File: src/rtl/fetcher_pkg.sv
// Shared constants and types for the instruction fetch stage: opcodes,
// FSM state encoding, the queued entry layout and immediate decoders.
package fetcher_pkg;

    localparam int BP_TAG_WIDTH = 8;

    localparam logic [6:0] OPC_JAL    = 7'b1101111;
    localparam logic [6:0] OPC_BRANCH = 7'b1100011;
    localparam logic [6:0] OPC_JALR   = 7'b1100111;

    typedef enum logic [1:0] {
        FETCH_IDLE    = 2'd0,
        FETCH_WAIT    = 2'd1,
        FETCH_STALL   = 2'd2,
        FETCH_DISCARD = 2'd3
    } fetch_state_e;

    typedef struct packed {
        logic [31:0] inst;
        logic [31:0] pc;
        logic        jump;
    } fetch_entry_t;

    function automatic logic [31:0] b_imm(input logic [31:0] inst);
        return {{19{inst[31]}}, inst[31], inst[7], inst[30:25], inst[11:8], 1'b0};
    endfunction

    function automatic logic [31:0] j_imm(input logic [31:0] inst);
        return {{11{inst[31]}}, inst[31], inst[19:12], inst[20], inst[30:21], 1'b0};
    endfunction

endpackage

File: src/rtl/fetcher_predecode.sv
// Combinational predecode of a fetched word: classifies JAL / conditional
// branch and computes the next fetch PC given the predictor's answer.
module fetcher_predecode
    import fetcher_pkg::*;
(
    input  logic [31:0] inst_i,
    input  logic [31:0] pc_i,
    input  logic        jump_i,
    output logic [31:0] next_pc_o,
    output logic        is_branch_o,
    output logic        is_jal_o
);

    always_comb begin
        // NOTE: every output gets a default first so no path infers a latch.
        next_pc_o   = pc_i + 32'd4;
        is_branch_o = 1'b0;
        is_jal_o    = 1'b0;
        case (inst_i[6:0])
            OPC_JAL: begin
                is_jal_o  = 1'b1;
                next_pc_o = pc_i + j_imm(inst_i);
            end
            OPC_BRANCH: begin
                is_branch_o = 1'b1;
                if (jump_i) begin
                    next_pc_o = pc_i + b_imm(inst_i);
                end
            end
            // Indirect target depends on rs1, which fetch cannot see.
            OPC_JALR: ;
            default:  ;
        endcase
    end

endmodule

File: src/rtl/fetcher.sv
// Instruction fetch stage: owns the PC, keeps one icache request in flight,
// consults the branch predictor on branches and pushes into the IQ.
module fetcher
    import fetcher_pkg::*;
#(
    parameter int          BP_TAG_BITS = BP_TAG_WIDTH,
    parameter logic [31:0] RESET_PC    = 32'h0
) (
    input  logic                   clk,
    input  logic                   rst,
    input  logic                   rdy,

    output logic                   out_icache_ce,
    output logic [31:0]            out_icache_addr,
    input  logic                   in_icache_ce,
    input  logic [31:0]            in_icache_inst,

    output logic [BP_TAG_BITS-1:0] out_bp_tag,
    input  logic                   in_bp_jump_ce,

    input  logic                   in_iq_full,
    output logic                   out_iq_ce,
    output logic [31:0]            out_iq_inst,
    output logic [31:0]            out_iq_pc,
    output logic                   out_iq_jump_ce,

    input  logic                   in_rob_flush_ce,
    input  logic [31:0]            in_rob_target_pc
);

    fetch_state_e state_q;
    logic [31:0]  pc_q;
    logic         icache_ce_q;
    logic         iq_ce_q;
    fetch_entry_t iq_q;
    fetch_entry_t hold_q;
    logic [31:0]  hold_next_q;

    logic [31:0]  next_pc_d;
    logic         is_branch_d;
    logic         is_jal_d;
    logic         jump_d;
    fetch_entry_t resp_d;

    fetcher_predecode u_predecode (
        .inst_i      (in_icache_inst),
        .pc_i        (pc_q),
        .jump_i      (in_bp_jump_ce),
        .next_pc_o   (next_pc_d),
        .is_branch_o (is_branch_d),
        .is_jal_o    (is_jal_d)
    );

    assign jump_d = is_jal_d | (is_branch_d & in_bp_jump_ce);
    assign resp_d = '{inst: in_icache_inst, pc: pc_q, jump: jump_d};

    assign out_icache_ce   = icache_ce_q;
    assign out_icache_addr = pc_q;
    assign out_bp_tag      = pc_q[BP_TAG_BITS+1:2];
    // NOTE: the push strobe is held across rdy=0 and only masked here, so a
    // push that lands on a frozen cycle is presented once rdy returns.
    assign out_iq_ce       = iq_ce_q & rdy;
    assign out_iq_inst     = iq_q.inst;
    assign out_iq_pc       = iq_q.pc;
    assign out_iq_jump_ce  = iq_q.jump;

    // NOTE: all state updates use non-blocking assignments so every branch
    // below reads the pre-edge values of pc_q, hold_q and state_q.
    always_ff @(posedge clk or negedge rst) begin
        if (!rst) begin
            state_q     <= FETCH_IDLE;
            pc_q        <= RESET_PC;
            icache_ce_q <= 1'b0;
            iq_ce_q     <= 1'b0;
            iq_q        <= '0;
            hold_q      <= '0;
            hold_next_q <= '0;
        end else if (rdy) begin
            iq_ce_q <= 1'b0;
            if (in_rob_flush_ce) begin
                pc_q        <= in_rob_target_pc;
                hold_q      <= '0;
                hold_next_q <= '0;
                // A request still in flight must be drained before refetching.
                if ((state_q == FETCH_WAIT || state_q == FETCH_DISCARD) && !in_icache_ce) begin
                    state_q <= FETCH_DISCARD;
                end else begin
                    state_q     <= FETCH_IDLE;
                    icache_ce_q <= 1'b0;
                end
            end else begin
                case (state_q)
                    FETCH_IDLE: begin
                        if (!in_iq_full) begin
                            icache_ce_q <= 1'b1;
                            state_q     <= FETCH_WAIT;
                        end
                    end
                    FETCH_WAIT: begin
                        if (in_icache_ce) begin
                            icache_ce_q <= 1'b0;
                            if (!in_iq_full) begin
                                iq_ce_q <= 1'b1;
                                iq_q    <= resp_d;
                                pc_q    <= next_pc_d;
                                state_q <= FETCH_IDLE;
                            end else begin
                                hold_q      <= resp_d;
                                hold_next_q <= next_pc_d;
                                state_q     <= FETCH_STALL;
                            end
                        end
                    end
                    FETCH_STALL: begin
                        if (!in_iq_full) begin
                            iq_ce_q <= 1'b1;
                            iq_q    <= hold_q;
                            pc_q    <= hold_next_q;
                            state_q <= FETCH_IDLE;
                        end
                    end
                    FETCH_DISCARD: begin
                        if (in_icache_ce) begin
                            icache_ce_q <= 1'b0;
                            state_q     <= FETCH_IDLE;
                        end
                    end
                    default: begin
                        state_q     <= FETCH_IDLE;
                        icache_ce_q <= 1'b0;
                    end
                endcase
            end
        end
    end

endmodule

File: config.mk
export PLATFORM = sky130hd
export DESIGN_NAME = fetcher
export DESIGN_NICKNAME = d
export VERILOG_FILES = /design/src/rtl/fetcher_pkg.sv /design/src/rtl/fetcher_predecode.sv /design/src/rtl/fetcher.sv
export SDC_FILE = /design/constraint.sdc
export NUM_CORES = 1
export LEC_CHECK = 0
export BUFFER_PORTS_ARGS = -buffer_cell sky130_fd_sc_hd__buf_2
export CAP_MARGIN = 5
export CORE_UTILIZATION = 25
export DETAILED_ROUTE_END_ITERATION = 8
export SLEW_MARGIN = 20
export SYNTH_ARGS = -nofsm -noshare
export SYNTH_HDL_FRONTEND = slang
export SYNTH_HIERARCHICAL = 1
export SYNTH_SLANG_ARGS = --single-unit
export TNS_END_PERCENT = 1
File: constraint.sdc
create_clock -name clk -period 4.91 [get_ports clk]
set_input_delay 0.2455 -clock clk [delete_from_list [all_inputs] [get_ports clk]]
set_output_delay 0.2455 -clock clk [all_outputs]
set_load 0.02 [all_outputs]
# After elaboration in Yosys (flattened, before gate mapping)
# Index checks and enable logic that the tools add are counted.
[word_totals]
register_bits = 198
inputBits = 71
[op_classes]
add_sub_neg = 3
n_eq_ne = 15
mux = 38
bitwise_logic = 4
n_reduce_logical = 16
[ops]
columns = ["op", "count"]
rows = [
  ["65-bit two-way mux", 7],
  ["32-bit two-way mux", 9],
  ["65-bit case mux with 2 select lines", 1],
  ["32-bit case mux with 2 select lines", 2],
  ["32-bit adder", 2],
  ["32-bit by 3-bit adder with 32-bit output (second input constant)", 1],
  ["3-bit != test (second input constant)", 5],
  ["5-bit AND reduction", 3],
  ["7-bit equality test (second input constant)", 2],
  ["2-bit two-way mux", 7],
  ["1-bit two-way mux", 9],
  ["2-bit != test (second input constant)", 4],
  ["2-bit case mux with 4 select lines", 1],
  ["2-bit nonzero test", 4],
  ["6-bit AND reduction", 1],
  ["3-bit nonzero test", 2],
  ["2-bit equality test (second input constant)", 2],
  ["1-bit case mux with 2 select lines", 2],
  ["4-bit AND reduction", 1],
  ["3-bit by 1-bit != test with 1-bit output (second input constant)", 1],
  ["1-bit AND", 2],
  ["2-bit by 1-bit equality test with 1-bit output (second input constant)", 1],
  ["2-bit zero test", 1],
  ["2-bit OR reduction", 1],
  ["other kinds (5)", 5],
]

# Depth between registers and ports, before layout
[depth]
word_depth = 8
ltp_mapped = 14
ltp_nobuf = 14

# Modules after synthesis
# Netlist, hierarchy kept.
[modules_own_cells]
columns = ["mod", "n_inst", "cells_per_inst", "area_each_um2", "seq_area_each_um2"]
rows = [
  ["fetcher", 1, 777, 9953.3, 4954.8],
  ["fetcher_predecode", 1, 606, 4107.7, 0.0],
]

# Worst setup path after synthesis
# OpenSTA, ideal clock, no wires.
[synth_timing]
kind = "register -> register"
start = "register pc_q[8], in the netlist out_icache_addr[8]"
end = "register pc_q[24], in the netlist out_icache_addr[24]"
setup_time_ns = 0.125
t_arrival_ns = 3.029
path_slack_ns = 1.757
path_stages_with_launch = 13
cell_sequence = "dfrtp_1 > ha_1 > buf_6 > and4_4 > o21a_4 > a2111oi_4 > o31ai_2 > nand2_2 > mux2_1 > a221o_1 > mux2i_1 > o21ai_0 > mux2_2"
[synth_via]
elab_chain_len = 7
[synth_lines]
columns = ["element", "line_no", "text"]
rows = [
  ["start: declaration", "fetcher.sv:32", "logic [31:0] pc_q;"],
  ["start signal: assignment", "fetcher.sv:81", "pc_q <= in_rob_target_pc;"],
  ["start signal: assignment", "fetcher.sv:105", "pc_q <= next_pc_d;"],
  ["start signal: assignment", "fetcher.sv:118", "pc_q <= hold_next_q;"],
  ["32-bit by 3-bit adder with 32-bit output or 32-bit adder (tied branches)", "fetcher_predecode.sv:16, fetcher_predecode.sv:27", ""],
  ["32-bit two-way mux", "fetcher_predecode.sv:26", "if (jump_i) begin"],
  ["32-bit case mux with 2 select lines *", "fetcher_predecode.sv:19", "case (inst_i[6:0])"],
  ["net next_pc_d[24]", "fetcher.sv:39", "logic [31:0] next_pc_d;"],
  ["32-bit two-way mux *", "fetcher.sv:102", "if (!in_iq_full) begin"],
  ["32-bit two-way mux *", "fetcher.sv:100", "if (in_icache_ce) begin"],
  ["32-bit case mux with 2 select lines *", "fetcher.sv:92", "case (state_q)"],
  ["32-bit two-way mux *", "fetcher.sv:80", "if (in_rob_flush_ce) begin"],
]
# The timed path passes the listed nets; every way through them passes the cells marked *. The select of a mux whose other input is x is not followed.
# A chain may end at the register's enable or synchronous reset.

# Worst setup path after layout
[layout_timing]
start = "register pc_q[1], in the netlist out_icache_addr[1]"
end = "register pc_q[23], in the netlist out_icache_addr[23]"
# Same word-level chain as after synthesis.

==> results.json <==
{
  "clk_pin_slew_worst_paths_ns": 0.08,
  "path_max_fanout": 7,
  "endpoint_kind": "flop",
  "wl_per_cell_um": 21.1,
  "netlist.area_leader.share": 0.352,
  "syn-cell-area_mm2": 0.0141,
  "cts.sinks": 198,
  "overflow": 0,
  "status": "completed",
  "start_util": 0.254,
  "final_common_cell": "dfrtp_1",
  "rows": 86,
  "setup_violations": 0,
  "fmax_mhz": 266,
  "cts_resized": 0,
  "syn_avg_cell_area_um2": 10.2,
  "wirelength_um": 47400,
  "placedCellCount": 2212,
  "fin_cells": 2245,
  "worst_ep_required_time_ns": 5.29,
  "core_mm2": 0.0553,
  "place_ws_ns": 1.25,
  "firstDrtPassIters": 6,
  "clkLatencyLatePin_ns": 0.49,
  "area_growth_pct": 13.8,
  "crit_family": "compound AO/OA/AOI/OAI gates",
  "yosysTopAreaCell": "dfrtp_1",
  "ys_async_sr_fraction": 1.00,
  "die_w_um": 239,
  "port-buffer-count": 177,
  "synth_seq_cells": 198,
  "h-tree-depth": 4,
  "gp_congestion": 0.881,
  "p_leak_nw": 7.56,
  "yosys_warnings": 6,
  "worstSetupPathType": "flop to flop",
  "slowest_stage": "dfrtp_1",
  "fin_util": 0.289,
  "num_io_pins": 178,
  "powerDensity_mw_per_mm2": 575,
  "drive_gt1_frac": 0.327,
  "grt_start_max_net_pins": 106,
  "dieArea_mm2": 0.0572,
  "layout_common_cells": "198 x dfrtp_1, 175 x buf_2, 114 x nand4_1",
  "antenna_cells": 0,
  "synth_edf_count": 0,
  "worst_ir_drop_vdd_mv": 0.340,
  "cts_tree": "yes",
  "postRouteAntennaNets": 0,
  "synthTopCellsByArea": "dfrtp_1 35%, mux2_2 9.0%, mux2_4 5.4%",
  "design.final.nets": 1607,
  "fin_tns_setup_ns": 0,
  "track_usage": 0.166,
  "first_global_vias": 11400,
  "start_kind": "flop",
  "finalHoldViolCount": 0,
  "slew_violations": 0,
  "fill_cells": 5870,
  "cpPeakStageDelay_ns": 0.47,
  "grt_pass1_wl_um": 71600,
  "timing.final.ws_setup_ns": 1.14,
  "period_share": 0.767,
  "fin_skew_ns": 0.0146,
  "syn_nets": 1506,
  "dp_hpwl_um": 32600,
  "avgViaCountPerCell": 5.15,
  "syn_inst": 1383,
  "die_h_um": 239,
  "cp.arrival_ns": 4.14,
  "synthDistinctLibCells": 88,
  "cts_root_buf": "clkbuf_16",
  "critPathBufInv": 1,
  "rsz0062_at_grt": "no",
  "hold_path_class": "primary input to flop",
  "ys.flop_type": "dfrtp_1",
  "seq_area_frac_synth": 0.352,
  "antenna_found_initial": 1,
  "layout_min_cycle_time_ns": 3.77,
  "drc_errors": 0,
  "via_count": 11600,
  "cts-buffers-inserted": 17,
  "path_cells": "ha_1, inv_1, fa_1, nor2b_1, o31ai_1, a21oi_1, nor2_1, o2111ai_1, nand2_1, a221oi_1, o22ai_1, mux2i_1, o21ai_0, mux2_2",
  "drt_iter0_markers": 687,
  "maxCapViolCount": 0,
  "worst_pin_slew_ns": 0.909,
  "slew_headroom": 0.394,
  "cts_buffer_depth": 2
}
## area by class of cell
type                    count  area (um2)  share of cell area
repair buffers            196        1050              0.0659
clock buffers              19         443              0.0277
well taps                 748         936              0.0585
clock inverters            13         139             0.00868
multi-input cells        1043        8360               0.523
flip-flops and latches    198        4950               0.310
inverters                  28         108             0.00673
## tightest hold or removal path: stages
cell and delay, ns:
buf_2 0.08, nand2_1 0.04, o21ai_0 0.06, mux2_2 0.14
## power by group
part / internal, W / switching [W]
clock network: 0.000729 / 0.000744
logic: 0.00216 / 0.00287
registers: 0.00207 / 0.000615
## sequential cells by signal, indices dropped and copies added, names as in the netlist
name and flops:
hold_next_q 32, hold_q 65, iq_ce_q 1, out_icache_addr 32, out_icache_ce 1, out_iq_inst 32
out_iq_jump_ce 1, out_iq_pc 32, state_q 2
## routing by layer
layer | GRT usage | up-vias | wire (um) | share of wire
li1 | - | 5334 | - | -
met2 | 0.275 | 321 | 23100 | 0.49
met5 | 0 | - | 13 | 0.00027
met1 | 0.216 | 5852 | 21100 | 0.44
met4 | 0.0435 | 2 | 797 | 0.017
met3 | 0.0398 | 43 | 2410 | 0.051
## Yosys cell counts, types with 5 or more instances
cell type / n
dfrtp_1: 198
nand4_1: 114
mux2_2: 112
nand2_1: 100
a21bo_2: 66
o21ai_0: 64
nor2_1: 60
a21oi_1: 58
mux2_4: 51
ha_1: 50
mux2i_1: 41
clkbuf_1: 33
xnor2_1: 33
buf_2: 32
a21bo_1: 30
nand3_1: 26
xor2_1: 26
inv_1: 25
buf_4: 22
nor3_1: 19
buf_6: 16
a21o_1: 15
and3_1: 12
nand2b_1: 10
a211oi_1: 9
buf_1: 9
o21a_1: 9
a22oi_1: 8
nor2b_1: 7
o211ai_1: 7
o22ai_1: 7
a221o_1: 6
o21ai_1: 6
or3_1: 6
o221ai_1: 5
## metrics by stage
step	area [um2]	power, W	hold WS, ns
2_1_floorplan	14100	0.00632	-0.0501
3_3_place_gp	15400	0.00769	0.397
3_5_place_dp	15400	0.00776	0.409
4_1_cts	16000	0.00929	0.0571
5_1_grt	16000	0.00981	0.0710
6_report	16000	0.00919	0.0982
## cell families after synthesis
logic type,synth area share
compound gates,0.193
fa+ha+maj,0.0473
buf+inv,0.0560
xor+xnor,0.0368
mux,0.175
simple gates,0.140
flops,0.352
## what timing repair did
action                                 4_1_cts  5_1_grt
endpoints found under the hold margin       93        0
setup buffers                                0        0
hold buffers                                 1        0
## path summary, 6_finish.rpt
| check | slack [ns] | cells past startpoint | endpoint | from |
|---|---|---|---|---|
| worst max register to register | 1.14 | 14 | out_icache_addr[23] | out_icache_addr[1] |
| max in group asynchronous | 3.33 | 3 | out_iq_inst[22] | rst |
| min in group asynchronous | 0.36 | 2 | out_iq_inst[27] | rst |
| worst max-delay path | 1.14 | 14 | out_icache_addr[23] | out_icache_addr[1] |
| worst min register to register | 0.48 | 1 | hold_q[55] | hold_q[55] |
| worst min-delay path | 0.1 | 4 | out_icache_addr[26] | in_rob_target_pc[26] |
(Power assumes the default switching activity.)
